File: config.mk
export PLATFORM = sky130hd
export DESIGN_NAME = limbus_sysid_regs
export DESIGN_NICKNAME = d
export VERILOG_FILES = /design/src/rtl/limbus_sysid_regs.sv
export SDC_FILE = /design/constraint.sdc
export NUM_CORES = 1
export LEC_CHECK = 0
export ABC_CLOCK_PERIOD_IN_PS = 1900
export BUFFER_PORTS_ARGS = -buffer_cell sky130_fd_sc_hd__buf_2
export CAP_MARGIN = 20
export CORE_MARGIN = 1
export CORE_UTILIZATION = 37
export DETAILED_ROUTE_END_ITERATION = 10
export GPL_TIMING_DRIVEN = 0
export PLACE_DENSITY_LB_ADDON = 0.15
export SLEW_MARGIN = 30
export SYNTH_ARGS = -nofsm -noshare
export SYNTH_HDL_FRONTEND = slang
export SYNTH_SLANG_ARGS = --single-unit
export TNS_END_PERCENT = 10
File: constraint.sdc
create_clock -name clock -period 1.9 [get_ports clock]
set_input_delay 0.38 -clock clock [delete_from_list [all_inputs] [get_ports clock]]
set_output_delay 0.38 -clock clock [all_outputs]
set_load 0.02 [all_outputs]
File: src/rtl/limbus_sysid_regs.sv
// System-identification register bank on the limbus Avalon-MM fabric with fixed one-cycle read latency.
// Optional feature macro: LIMBUS_SYSID_UPTIME_EN adds the 64-bit uptime counter and its coherent high-word snapshot.
module limbus_sysid_regs #(
    parameter logic [31:0] SYS_ID    = 32'h0,
    parameter logic [31:0] TIMESTAMP = 32'h0,
    parameter int          NUM_USER  = 2,
    parameter int          ADDR_W    = 4
) (
    input  logic                                              clock,
    input  logic                                              reset,
    input  logic [ADDR_W-1:0]                                 address,
    input  logic                                              read,
    input  logic                                              write,
    input  logic [31:0]                                       writedata,
    output logic [31:0]                                       readdata,
    output logic                                              readdatavalid,
    input  logic [((NUM_USER > 0) ? 32*NUM_USER : 1)-1:0]     user_status
);

    localparam logic [31:0] ADDR_ID      = 32'd0;
    localparam logic [31:0] ADDR_TS      = 32'd1;
    localparam logic [31:0] ADDR_UP_LO   = 32'd2;
    localparam logic [31:0] ADDR_UP_HI   = 32'd3;
    localparam logic [31:0] ADDR_SCRATCH = 32'd4;
    localparam logic [31:0] ADDR_CAPS    = 32'd5;
    localparam logic [31:0] ADDR_USER0   = 32'd6;

    logic [31:0] word_idx;
    logic [31:0] scratch;
    logic [31:0] uptime_lo;
    logic [31:0] uptime_hi_word;
    logic [31:0] caps_word;
    logic [31:0] rd_mux;
    logic        lo_read;

    assign word_idx = 32'(address);
    assign lo_read  = read && (word_idx == ADDR_UP_LO);

`ifdef LIMBUS_SYSID_UPTIME_EN
    localparam logic UPTIME_PRESENT = 1'b1;

    logic [63:0] uptime_cnt;
    logic [31:0] uptime_snap;

    // The LO read latches the live high word so a following HI read is coherent with it.
    always_ff @(posedge clock) begin
        if (reset) begin
            uptime_cnt  <= 64'h0;
            uptime_snap <= 32'h0;
        end else begin
            uptime_cnt <= uptime_cnt + 64'h1;
            if (lo_read) begin
                uptime_snap <= uptime_cnt[63:32];
            end
        end
    end

    assign uptime_lo      = uptime_cnt[31:0];
    assign uptime_hi_word = uptime_snap;
`else
    localparam logic UPTIME_PRESENT = 1'b0;

    assign uptime_lo      = 32'h0;
    assign uptime_hi_word = 32'h0;
`endif

    assign caps_word = {16'h0, 7'h0, UPTIME_PRESENT, 8'(NUM_USER)};

    // NOTE: rd_mux gets its default first, so every path assigns it and no latch is inferred.
    always_comb begin
        rd_mux = 32'h0;
        if (word_idx == ADDR_ID) begin
            rd_mux = SYS_ID;
        end else if (word_idx == ADDR_TS) begin
            rd_mux = TIMESTAMP;
        end else if (word_idx == ADDR_UP_LO) begin
            rd_mux = uptime_lo;
        end else if (word_idx == ADDR_UP_HI) begin
            rd_mux = uptime_hi_word;
        end else if (word_idx == ADDR_SCRATCH) begin
            rd_mux = scratch;
        end else if (word_idx == ADDR_CAPS) begin
            rd_mux = caps_word;
        end
        for (int k = 0; k < NUM_USER; k++) begin
            if (word_idx == ADDR_USER0 + 32'(k)) begin
                rd_mux = user_status[32*k +: 32];
            end
        end
    end

    // NOTE: non-blocking assignments let a same-cycle read return the pre-write scratch value.
    always_ff @(posedge clock) begin
        if (reset) begin
            readdata      <= 32'h0;
            readdatavalid <= 1'b0;
            scratch       <= 32'h0;
        end else begin
            readdatavalid <= read;
            if (read) begin
                readdata <= rd_mux;
            end
            if (write && (word_idx == ADDR_SCRATCH)) begin
                scratch <= writedata;
            end
        end
    end

endmodule

# [After elaboration in Yosys (flattened, before gate mapping)]
# Cells that the tools add are included.
# W data, S select, Z words.
[classes] n_reduce_logical=2 n_mux=8 n_eq_ne=7
[op_table] operator="$mux W32" count=7
[op_table] operator="$logic_not A32 Y1" count=1
[op_table] operator="$eq A4 B3 Y1 const B" count=4
[op_table] operator="$eq A4 B2 Y1 const B" count=2
[op_table] operator="$eq A4 B1 Y1 const B" count=1
[op_table] operator="$mux W2" count=1
[op_table] operator="$logic_and A1 B1 Y1" count=1
[totals] register_bits=65 output_inout_bits=33 input_bits=104 wordCells=20

# [Depth between registers and ports, before layout]
# Gate-level depths: netlist of run 1.
[logic_depth] depth_word=9 mapped_depth=6 mapped_depth_nobuf=3

# [Worst setup path before layout of run 1]
# Ideal clock, no wire load.
[synth_path] kind="input -> register" startpoint="input address[1]" endpoint="register scratch[10]" setup_time_ns=0.072 cell_stages=4 t_required_ns=1.828 arrival_time_ns=1.303 setup_slack_ns=0.525 n_path_buf=2 cell_sequence="buf_6 -> nor4_4 -> buf_6 -> mux2i_1"
[synth_between] elab_chain_len=2
[synth_rtl] element="from (decl)" line="11" rtl="input logic [ADDR_W-1:0] address,"
[synth_rtl] element="$eq A4 B3 Y1" line="103" rtl="if (write && (word_idx == ADDR_SCRATCH)) begin"
[synth_rtl] element="$logic_and A1 B1 Y1" line="103"
[synth_rtl] element="to (signal assigned)" line="104" rtl="scratch <= writedata;"
[synth_rtl] element="to (decl)" line="29" rtl="logic [31:0] scratch;"
# No other way between the ends.
# A chain may end at the register's enable or synchronous reset.

# [Worst setup path after layout of run 1]
[layout_path] startpoint="input address[3]" endpoint="register readdata[26]"
[layout_between] elab_chain_len=8 elab_cells_between_ends=14 cone_classes="eq/ne (6); mux (7); reduce/logical (1)"
[layout_rtl] element="$eq A4 B3 Y1" line="80" rtl="end else if (word_idx == ADDR_SCRATCH) begin"
[layout_rtl] element="$mux W32" line="80"
[layout_rtl] element="$mux W32" line="78" rtl="end else if (word_idx == ADDR_UP_HI) begin"
[layout_rtl] element="$mux W32" line="76" rtl="end else if (word_idx == ADDR_UP_LO) begin"
[layout_rtl] element="$mux W32" line="74" rtl="end else if (word_idx == ADDR_TS) begin"
[layout_rtl] element="$mux W32" line="72" rtl="if (word_idx == ADDR_ID) begin"
[layout_rtl] element="$mux W32" line="86" rtl="if (word_idx == ADDR_USER0 + 32'(k)) begin"
[layout_rtl] element="$mux W32 *" line="86"
[layout_rtl] element="to (signal assigned)" line="101" rtl="readdata <= rd_mux;"
[layout_rtl] element="to (decl)" line="15" rtl="output logic [31:0] readdata,"
# Mark *: on every way between the ends. The rest lies on a longest branch, timed or not.

==> results of run 1 <==
-- registers in the layout (all words and copies together), names as in the netlist --
name / cells
readdatavalid: 1
scratch: 32
readdata: 32
-- routing by layer --
metal  GRT usage (%)  up-vias
met5               0        -
met3            3.20       10
met2            32.1       91
met4            6.02        0
li1                -     1642
met1            26.4     1456
-- synth_stat cells --
master / number
sky130_fd_sc_hd__o21ai_0: 2
sky130_fd_sc_hd__a31o_1: 29
sky130_fd_sc_hd__nor2b_1: 30
sky130_fd_sc_hd__dfxtp_1: 65
sky130_fd_sc_hd__buf_1: 2
sky130_fd_sc_hd__o221ai_1: 1
sky130_fd_sc_hd__clkbuf_1: 17
sky130_fd_sc_hd__and3b_1: 1
sky130_fd_sc_hd__mux2_1: 1
sky130_fd_sc_hd__buf_2: 8
sky130_fd_sc_hd__nand2_1: 4
sky130_fd_sc_hd__nand2b_1: 94
sky130_fd_sc_hd__buf_6: 4
sky130_fd_sc_hd__o21ai_1: 27
sky130_fd_sc_hd__nand3_1: 4
sky130_fd_sc_hd__nor4_4: 1
sky130_fd_sc_hd__buf_4: 4
sky130_fd_sc_hd__mux2i_1: 61
sky130_fd_sc_hd__a21oi_1: 30
sky130_fd_sc_hd__nor3_1: 1
sky130_fd_sc_hd__nor2_1: 1
sky130_fd_sc_hd__mux2_2: 2
sky130_fd_sc_hd__nand4b_1: 2
-- power by group through the flow --
stage               clock network [mW]  logic (mW)  registers, mW
detailed placement                   0       0.453           1.43
CTS                               1.04       0.456           1.40
finish                            1.01       0.449           1.40
global route                      1.10       0.493           1.40
floorplan                            0       0.249           1.44
global placement                     0       0.449           1.43
-- cells by family (layout without fill, tap and decap cells) --
kind of cell,after synthesis,in the layout
and+or+nand+nor,138,138
AOI/OAI and AO/OA,89,89
DFF,65,65
muxes,64,64
buffers and inverters,35,183
-- critical path: stages --
cell and delay, ns:
sky130_fd_sc_hd__buf_2 0.13, sky130_fd_sc_hd__and3b_1 0.19, sky130_fd_sc_hd__buf_2 0.17, sky130_fd_sc_hd__clkbuf_1 0.35, sky130_fd_sc_hd__o21ai_1 0.18, sky130_fd_sc_hd__a21oi_1 0.16
-- worst max-delay path by stage --
stage | end | slack (ns)
floorplan | scratch[10] | 0.53
global placement | readdata[26] | 0.30
detailed placement | readdata[26] | 0.28
CTS | readdata[26] | 0.63
global route | readdata[26] | 0.49
finish | readdata[26] | 0.60
-- per-stage QoR --
stage	hold WS (ns)	util (%)	power, mW
2_1_floorplan	0.444	-	1.69
3_3_place_gp	0.453	47.2	1.88
3_5_place_dp	0.459	47.2	1.88
4_1_cts	0.291	49.0	2.89
5_1_grt	0.292	49.0	2.99
6_report	0.305	49.0	2.85
-- area by class of cell --
type	instances	area [sq um]	share of cell area, %
Multi-Input combinational cell	291	2070	45.5
Tap cell	129	161	3.55
Clock buffer	11	141	3.11
Timing Repair Buffer	133	666	14.6
Sequential cell	65	1300	28.6
Buffer	35	186	4.10
Clock inverter	4	20.0	0.440
==> run summary, run 1 <==
* result of the run: completed
* final-stage net count: 639
* type of the tightest min-delay check: in2reg
* part of the power in registers: 49.0%
* first-pass detailed-route iteration total: 4
* post-synth design cell area: 3560 sq um
* total CTS buffers: 9
* power density relative to cell area: 627 nW/um^2
* WHS Path Cells: 3
* Total Wirelength: 9450 microns
* maxcap violations: 0
* hold_sp: writedata[14]
* Clock Tree Root: sky130_fd_sc_hd__clkbuf_8
* portion of synthesized cell area occupied by the leading cell type: 36.6%
* top post-synthesis cells by area: sky130_fd_sc_hd__dfxtp_1, sky130_fd_sc_hd__mux2i_1, sky130_fd_sc_hd__nand2b_1, sky130_fd_sc_hd__a31o_1, sky130_fd_sc_hd__nor2b_1
* fraction of final layout cells with drive strength greater than 1: 30.8%
* kind of critical path: in2reg
* wire length of the first global-routing pass: 15300 microns
* Mapped Cells: 391
* number of unique standard cell types used by synthesis: 23
* number of endpoints failing setup at the final stage: 0
* detailed route wirelength on metal3: 469 microns
* wire length on met2: 4340 microns
* final period utilization: 68.6%
* maximum number of pins on one net before global-route repair: 11
* detailed-placement wirelength estimate: 7030 microns
* data required time of the worst path: 2.16 ns
* count of instances resized after the clock tree is built: 0
* minimum setup slack after placement: 0.277 ns
* number of standard cells in the layout, taps in and fillers out: 668
* Die X: 100 microns
* switching fraction of total power: 26.2%
* remaining max-slew budget at the tightest pin: 61.4%
* simple logic cell fraction of the synthesized area: 24.4%
* RSZ-0062 raised after global routing: false
* area added between synthesis and finish: 27.8%
* worst reg-to-reg path cell count: 3
* CTS H-Tree Depth: 3
* final clock skew: 0.00718 ns
* register area share after synthesis: 36.6%
* multiplexer fraction of the synthesized cell area: 18.1%
* CP startpoint: address[3]
* final max-slew violation count: 0
* Final Hold Viols: 0
* reg-to-reg endpoint: readdata[1]
* number of top-level pins: 137
* power dissipated by switching net loads: 746 uW
* insertion delay to the later sink of the worst-skew pair: 0.33 ns
* Post-CTS Repair Setup Buffers: 0
* maximum fanout along the worst path: 10
* warning count from the yosys run: 0
* clock network power share: 35.3%
* overflow left after global routing: 0
* total track usage: 19.6%
* area fraction in compound gates after synthesis: 15.7%
* initial cell density of the core: 38.3%
* cell-internal power: 2.10 mW
* worst reg-to-reg setup slack: 0.94 ns
* post-synthesis adder-cell area fraction: 0%
* leading cell type in the layout, fill and taps excluded: sky130_fd_sc_hd__buf_2
* number of global-route vias before repair: 3136
* clock tree from TritonCTS: yes
* Finished Cell Area: 4550 sq um
* per-instance average area after synthesis: 9.10 sq um
* Placer Congestion: 0.752
* cell total after placement: 653
* kind of launch point of the worst setup path: primary input
* clk buf depth: 2
* timing-limited maximum frequency: 767 MHz
* nets in the synthesized netlist: 495
* TritonCTS Sinks: 65
* largest family of logic cells by synthesized area: simple AND/OR/NAND/NOR gates
* top metal layer carrying routed signals: met4
* total negative setup slack: 0 ns
* DR iter-0 viols: 139
* standard cell core area: 9280 sq um
* number of register bits inferred by synthesis: 65
* Routed met1 length: 4520 microns
* Placement Rows: 35
* CP endpoint kind: register
* xor/xnor share of the synthesized area: 0%
* Worst R2R Start: scratch[1]
* commonest cells after routing, fill and taps aside: sky130_fd_sc_hd__buf_2, sky130_fd_sc_hd__nand2b_1, sky130_fd_sc_hd__dfxtp_1
* # DRC: 0
* height of the chip: 100 microns
* area of the die: 10000 sq um
* fin worst setup slack: 0.596 ns
* leakage dissipation: 1.90 nW
* Least-Margin Pin Slew: 0.579 ns
* number of buffers added to fix hold violations after cts: 0
* total placed instance area: 4380 sq um
* cell type with the highest aggregate area in the netlist: sky130_fd_sc_hd__dfxtp_1
* routed length per placed instance: 14.1 microns
* end point of the most critical hold path: scratch[14]
* total number of vias: 3199
* Clock Pin Slew Worst Setup and Hold Paths: 0.07 ns
* minimum period implied by the final worst setup slack: 1.30 ns
* number of diodes added for antenna fixing: 0
* Worst Path Arrival: 1.57 ns
* post-detailed-route via-to-cell ratio: 4.79
* Post-DRT Antenna Nets: 0
* antenna violations before repair: 0
* count of buffers inserted at the top-level ports: 133
* Gate power share: 15.8%
* number of filler instances in the final layout: 947
* largest vdd supply drop: 0.332 mV
Note: power is estimated with default switching activity, not from simulation.
==> run 2, diff against run 1 <==
--- a/config.mk
+++ b/config.mk
@@ -5,7 +5,7 @@
 export SDC_FILE = /design/constraint.sdc
 export NUM_CORES = 1
 export LEC_CHECK = 0
-export ABC_CLOCK_PERIOD_IN_PS = 1900
+export ABC_CLOCK_PERIOD_IN_PS = 1220
 export BUFFER_PORTS_ARGS = -buffer_cell sky130_fd_sc_hd__buf_2
 export CAP_MARGIN = 20
 export CORE_MARGIN = 1
==> constraint.sdc (replaced) <==
create_clock -name clock -period 1.22 [get_ports clock]
set_input_delay 0.244 -clock clock [delete_from_list [all_inputs] [get_ports clock]]
set_output_delay 0.244 -clock clock [all_outputs]
set_load 0.02 [all_outputs]
==> run 2 against run 1 <==
Effect of this change: via count down 1.1%; critical path depth unchanged; setup slack worse by 0.51 ns; non-clock buffer count decreased by 1; cell area grew 0.25%; sequential share of layout area shrank 0.071 points; count of clock-buffer cells in the layout is the same; critical path type unchanged; largest power group unchanged.
==> run summary, run 2 (synthesis results as in run 1) <==
* type of the tightest min-delay check: in2reg
* number of diodes added for antenna fixing: 0, unchanged
* Post-CTS Repair Setup Buffers: 0, unchanged
* Total Wirelength: 9470 microns, +0.28%
* reg-to-reg endpoint: readdata[1]
* height of the chip: 100 microns, unchanged
* total track usage: 19.6%, about the same
* Placer Congestion: 0.803, +6.8%
* Final Hold Viols: 0, unchanged
* TritonCTS Sinks: 65, unchanged
* fraction of final layout cells with drive strength greater than 1: 30.9%, +0.11 points
* area added between synthesis and finish: 28.1%
* clock tree from TritonCTS: yes
* initial cell density of the core: 38.3%, unchanged
* end point of the most critical hold path: scratch[6]
* number of global-route vias before repair: 3045, -2.9%
* area of the die: 10000 sq um, unchanged
* cell-internal power: 3.33 mW, +58%
* total number of vias: 3163, -1.1%
* Least-Margin Pin Slew: 0.608 ns, +0.0287 ns
* switching fraction of total power: 26.1%, -0.12 points
* worst reg-to-reg path cell count: 3, unchanged
* # DRC: 0, unchanged
* biggest registers after layout: readdata: 32 flops, scratch: 32 flops, readdatavalid: 1 flops
* clock network power share: 36.1%, +0.8 points
* wire length of the first global-routing pass: 15100 microns, -1.1%
* commonest cells after routing, fill and taps aside: sky130_fd_sc_hd__buf_2, sky130_fd_sc_hd__nand2b_1, sky130_fd_sc_hd__dfxtp_1
* power dissipated by switching net loads: 1.17 mW, +57%
* final period utilization: 93.3%
* power density relative to cell area: 988 nW/um^2, +58%
* routed length per placed instance: 14.2 microns, +0.58%
* Clock Pin Slew Worst Setup and Hold Paths: 0.07 ns, about the same
* total placed instance area: 4390 sq um, +0.17%
* Placement Rows: 35, unchanged
* number of buffers added to fix hold violations after cts: 0, unchanged
* part of the power in registers: 48.3%, -0.7 points
* leading cell type in the layout, fill and taps excluded: sky130_fd_sc_hd__buf_2
* total negative setup slack: 0 ns, unchanged
* DR iter-0 viols: 132, -5.0%
* insertion delay to the later sink of the worst-skew pair: 0.34 ns, about the same
* maximum fanout along the worst path: 10, unchanged
* Worst Path Arrival: 1.36 ns, -0.21 ns
* hold_sp: writedata[6]
* Post-DRT Antenna Nets: 0, unchanged
* Worst R2R Start: scratch[1]
* largest vdd supply drop: 0.382 mV, +15%
* total CTS buffers: 9, unchanged
* number of filler instances in the final layout: 957, +1.1%
* RSZ-0062 raised after global routing: true
* timing-limited maximum frequency: 879 MHz
* post-detailed-route via-to-cell ratio: 4.75, -0.83%
* Gate power share: 15.6%, -0.2 points
* area taken by flip-flops and latches: 1300 sq um, unchanged
* kind of critical path: in2reg
* number of endpoints failing setup at the final stage: 0, unchanged
* remaining max-slew budget at the tightest pin: 59.5%, -1.9 points
* count of buffers inserted at the top-level ports: 133, unchanged
* data required time of the worst path: 1.44 ns, -0.72 ns
* kind of launch point of the worst setup path: primary input
* WHS Path Cells: 3, unchanged
* final clock skew: 0.00494 ns, -0.00223 ns
* standard cell core area: 9280 sq um, unchanged
* final max-slew violation count: 0, unchanged
* number of top-level pins: 137, unchanged
* Clock Tree Root: sky130_fd_sc_hd__clkbuf_8
* Finished Cell Area: 4560 sq um, +0.25%
* first-pass detailed-route iteration total: 4, unchanged
* overflow left after global routing: 0, unchanged
* leakage dissipation: 1.90 nW, about the same
* antenna violations before repair: 0, unchanged
* CP endpoint kind: register
* total area of multi-input combinational cells: 2070 sq um, unchanged
* maximum number of pins on one net before global-route repair: 11, unchanged
* detailed-placement wirelength estimate: 7030 microns, about the same
* maxcap violations: 0, unchanged
* count of instances resized after the clock tree is built: 0, unchanged
* CTS H-Tree Depth: 3, unchanged
* clk buf depth: 2, unchanged
* result of the run: completed
* minimum period implied by the final worst setup slack: 1.14 ns
* final-stage net count: 638, -0.16%
* Die X: 100 microns, unchanged
* worst reg-to-reg setup slack: 0.24 ns, -0.70 ns
-- run 2: changes by cell type in the layout (fill, tap and decap cells not counted), sizes merged --
cell and delta:
clkinvlp +1, clkinv -2, clkbuf -1
-- run 2: layout make-up --
| type | count | share of cell area [%] |
|---|---|---|
| Buffer | 34 | 4.17 |
| Clock buffer | 11 | 3.32 |
| Clock inverter | 3 | 0.384 |
| Multi-Input combinational cell | 291 | 45.4 |
| Sequential cell | 65 | 28.6 |
| Tap cell | 129 | 3.54 |
| Timing Repair Buffer | 133 | 14.6 |
-- run 2: through the flow --
step	hold slack, ns	worst slack (ns)	utilization, %	std cells	power [mW]
CTS	0.153	0.0931	49.1	667	4.56
finish	0.163	0.0823	49.1	666	4.50
global route	0.148	-0.000834	49.1	666	4.74
detailed placement	0.455	-0.268	47.3	653	2.93
floorplan	0.399	-0.0158	-	391	2.64
global placement	0.453	-0.248	47.3	653	2.92
-- run 2: per-layer routing --
metal  vias up  share of wire [%]  track usage (%)
li1       1633                  -                -
met3        11                5.1             3.76
met5         -                  0                0
met2        91                 45             32.1
met4         0                1.0             6.02
met1      1428                 49             26.0
-- run 2: worst max-delay path: stages --
cell                       delay (ns)
sky130_fd_sc_hd__buf_2           0.18
sky130_fd_sc_hd__buf_2           0.23
sky130_fd_sc_hd__clkbuf_1        0.43
sky130_fd_sc_hd__nor2_1          0.11
sky130_fd_sc_hd__nand2_1         0.09
sky130_fd_sc_hd__nand3_1         0.07
-- run 2: how the worst max path moves through the flow --
stage,startpoint,endpoint,slack (ns),cells after the start
CTS,reset,readdata[15],0.09,6
global route,reset,readdata[16],-0.0008,6
floorplan,address[1],scratch[10],-0.02,4
detailed placement,reset,readdata[15],-0.27,6
global placement,reset,readdata[16],-0.25,6
finish,reset,readdata[15],0.08,6
-- run 2: power groups by stage --
stage               Combinational, mW  Sequential, mW  Clock (mW)
global route                    0.772            2.18        1.80
floorplan                       0.391            2.25           0
finish                          0.704            2.17        1.63
CTS                             0.714            2.17        1.67
global placement                0.700            2.22           0
detailed placement              0.711            2.22           0
==> run 3, diff against run 2 <==
--- a/config.mk
+++ b/config.mk
@@ -12,9 +12,8 @@
 export CORE_UTILIZATION = 37
 export DETAILED_ROUTE_END_ITERATION = 10
 export GPL_TIMING_DRIVEN = 0
-export PLACE_DENSITY_LB_ADDON = 0.15
+export PLACE_DENSITY = 0.59
 export SLEW_MARGIN = 30
 export SYNTH_ARGS = -nofsm -noshare
 export SYNTH_HDL_FRONTEND = slang
 export SYNTH_SLANG_ARGS = --single-unit
-export TNS_END_PERCENT = 10
==> run 3 against run 2 <==
Effect of this change: total power down 2.3%; core utilization down 0.15 points; register-to-register slack about the same; die area unchanged; critical path depth down 5; wire length down 0.39%; largest cell class unchanged.
==> run summary, run 3 (synthesis results as in run 1) <==
* result of the run: completed
* TritonCTS Sinks: 65, unchanged
* leakage dissipation: 1.90 nW, -0.17%
* Least-Margin Pin Slew: 0.632 ns, +0.0240 ns
* routed length per placed instance: 14.1 microns, -0.69%
* remaining max-slew budget at the tightest pin: 57.9%, -1.6 points
* standard cell core area: 9280 sq um, unchanged
* RSZ-0062 raised after global routing: false
* Total Wirelength: 9440 microns, -0.39%
* DR iter-0 viols: 61, -54%
* power density relative to cell area: 968 nW/um^2, -2.0%
* data required time of the worst path: 0.98 ns, -0.46 ns
* minimum setup slack after placement: -0.262 ns, +0.00616 ns
* total track usage: 19.4%, -0.14 points
* maximum number of pins on one net before global-route repair: 11, unchanged
* area taken by flip-flops and latches: 1300 sq um, unchanged
* # DRC: 0, unchanged
* clk buf depth: 2, unchanged
* final clock skew: 0.00348 ns, -0.00146 ns
* Clock Tree Root: sky130_fd_sc_hd__clkbuf_8
* overflow left after global routing: 0, unchanged
* height of the chip: 100 microns, unchanged
* leading cell type in the layout, fill and taps excluded: sky130_fd_sc_hd__buf_2
* maxcap violations: 0, unchanged
* Worst R2R Start: scratch[1]
* area added between synthesis and finish: 27.7%
* Placer Congestion: 0.749, -6.7%
* Final Hold Viols: 0, unchanged
* Buf/Inv on CP: 1, -2
* total area of multi-input combinational cells: 2070 sq um, unchanged
* type of the tightest min-delay check: in2reg
* count of instances resized after the clock tree is built: 0, unchanged
* initial cell density of the core: 38.3%, unchanged
* total number of vias: 3170, +0.22%
* number of standard cells in the layout, taps in and fillers out: 668, +0.30%
* detailed-placement wirelength estimate: 7110 microns, +1.2%
* biggest registers after layout: readdata: 32 flops, scratch: 32 flops, readdatavalid: 1 flops
* clock tree from TritonCTS: yes
* antenna violations before repair: 0, unchanged
* number of top-level pins: 137, unchanged
* Worst Path Arrival: 0.86 ns, -0.50 ns
* cell total after placement: 653, unchanged
* final max-slew violation count: 0, unchanged
* number of endpoints failing setup at the final stage: 0, unchanged
* final period utilization: 90.7%, -2.6 points
* CTS H-Tree Depth: 3, unchanged
* CP startpoint: readdata[18]
* CP endpoint kind: output pin
* insertion delay to the later sink of the worst-skew pair: 0.33 ns, about the same
* Clock Pin Slew Worst Setup and Hold Paths: 0.07 ns, about the same
* post-detailed-route via-to-cell ratio: 4.75, about the same
* first-pass detailed-route iteration total: 4, unchanged
* minimum period implied by the final worst setup slack: 1.11 ns, -0.0314 ns
* critical path depth in cells: 1, -5
* Placement Rows: 35, unchanged
* commonest cells after routing, fill and taps aside: sky130_fd_sc_hd__buf_2, sky130_fd_sc_hd__nand2b_1, sky130_fd_sc_hd__dfxtp_1
* number of filler instances in the final layout: 977, +2.1%
* kind of launch point of the worst setup path: register
* final-stage net count: 638, unchanged
* Largest stage delay, worst path: 0.34 ns, -0.09 ns
* crit-path leading delay family: flip-flops
* area of the die: 10000 sq um, unchanged
* Post-DRT Antenna Nets: 0, unchanged
* fin worst setup slack: 0.114 ns, +0.0314 ns
* total CTS buffers: 9, unchanged
* wire length of the first global-routing pass: 15200 microns, +1.1%
* number of diodes added for antenna fixing: 0, unchanged
* total negative setup slack: 0 ns, unchanged
* Post-CTS Repair Setup Buffers: 0, unchanged
* largest vdd supply drop: 0.480 mV, +26%
* Fin Hold WS: 0.163 ns, +0.0000470 ns
* fraction of final layout cells with drive strength greater than 1: 30.6%, -0.30 points
* count of buffers inserted at the top-level ports: 133, unchanged
* Die X: 100 microns, unchanged
* kind of critical path: reg2out
* CP cell instances: buf_2
* number of buffers added to fix hold violations after cts: 0, unchanged
* timing-limited maximum frequency: 904 MHz, +2.8%
* WHS Path Cells: 3, unchanged
* number of global-route vias before repair: 3152, +3.5%
* hold_sp: writedata[18]
* crit path max-delay cell type: sky130_fd_sc_hd__dfxtp_1
* maximum fanout along the worst path: 2, -8
* worst reg-to-reg path cell count: 3, unchanged
## run 3: report_power, final
part | internal (mW) | switching (mW)
sequential | 2.16 | 0.0170
clock | 0.726 | 0.798
combinational | 0.354 | 0.347
total | 3.24 | 1.16
## run 3: area by class of cell
class / count / area share (%)
Clock buffer: 12 / 2.97
Buffer: 34 / 4.19
Multi-Input combinational cell: 291 / 45.6
Clock inverter: 4 / 0.441
Timing Repair Buffer: 133 / 14.7
Sequential cell: 65 / 28.6
Tap cell: 129 / 3.55
## run 3: through the flow
step	total power [mW]	utilization (%)	area, sq um
finish	4.40	48.9	4540
global route	4.60	48.9	4540
CTS	4.45	49.0	4550
detailed placement	2.93	47.3	4390
global placement	2.92	47.3	4390
floorplan	2.64	-	3560
## run 3: layer usage
layer | track usage [%] | part of all wire, % | vias to the layer above | wire (microns)
met4 | 5.91 | 0.83 | 0 | 78
met5 | 0 | 0 | - | 0
met1 | 25.9 | 49 | 1446 | 4600
met3 | 3.06 | 4.3 | 9 | 408
li1 | - | - | 1637 | -
met2 | 32.4 | 46 | 78 | 4350
## run 3: worst paths after layout
kind	end	slack (ns)
hold reg to reg	scratch[7]	0.47
setup / recovery	readdata[18]	0.11
hold / removal	scratch[18]	0.16
setup reg to reg	readdata[1]	0.25
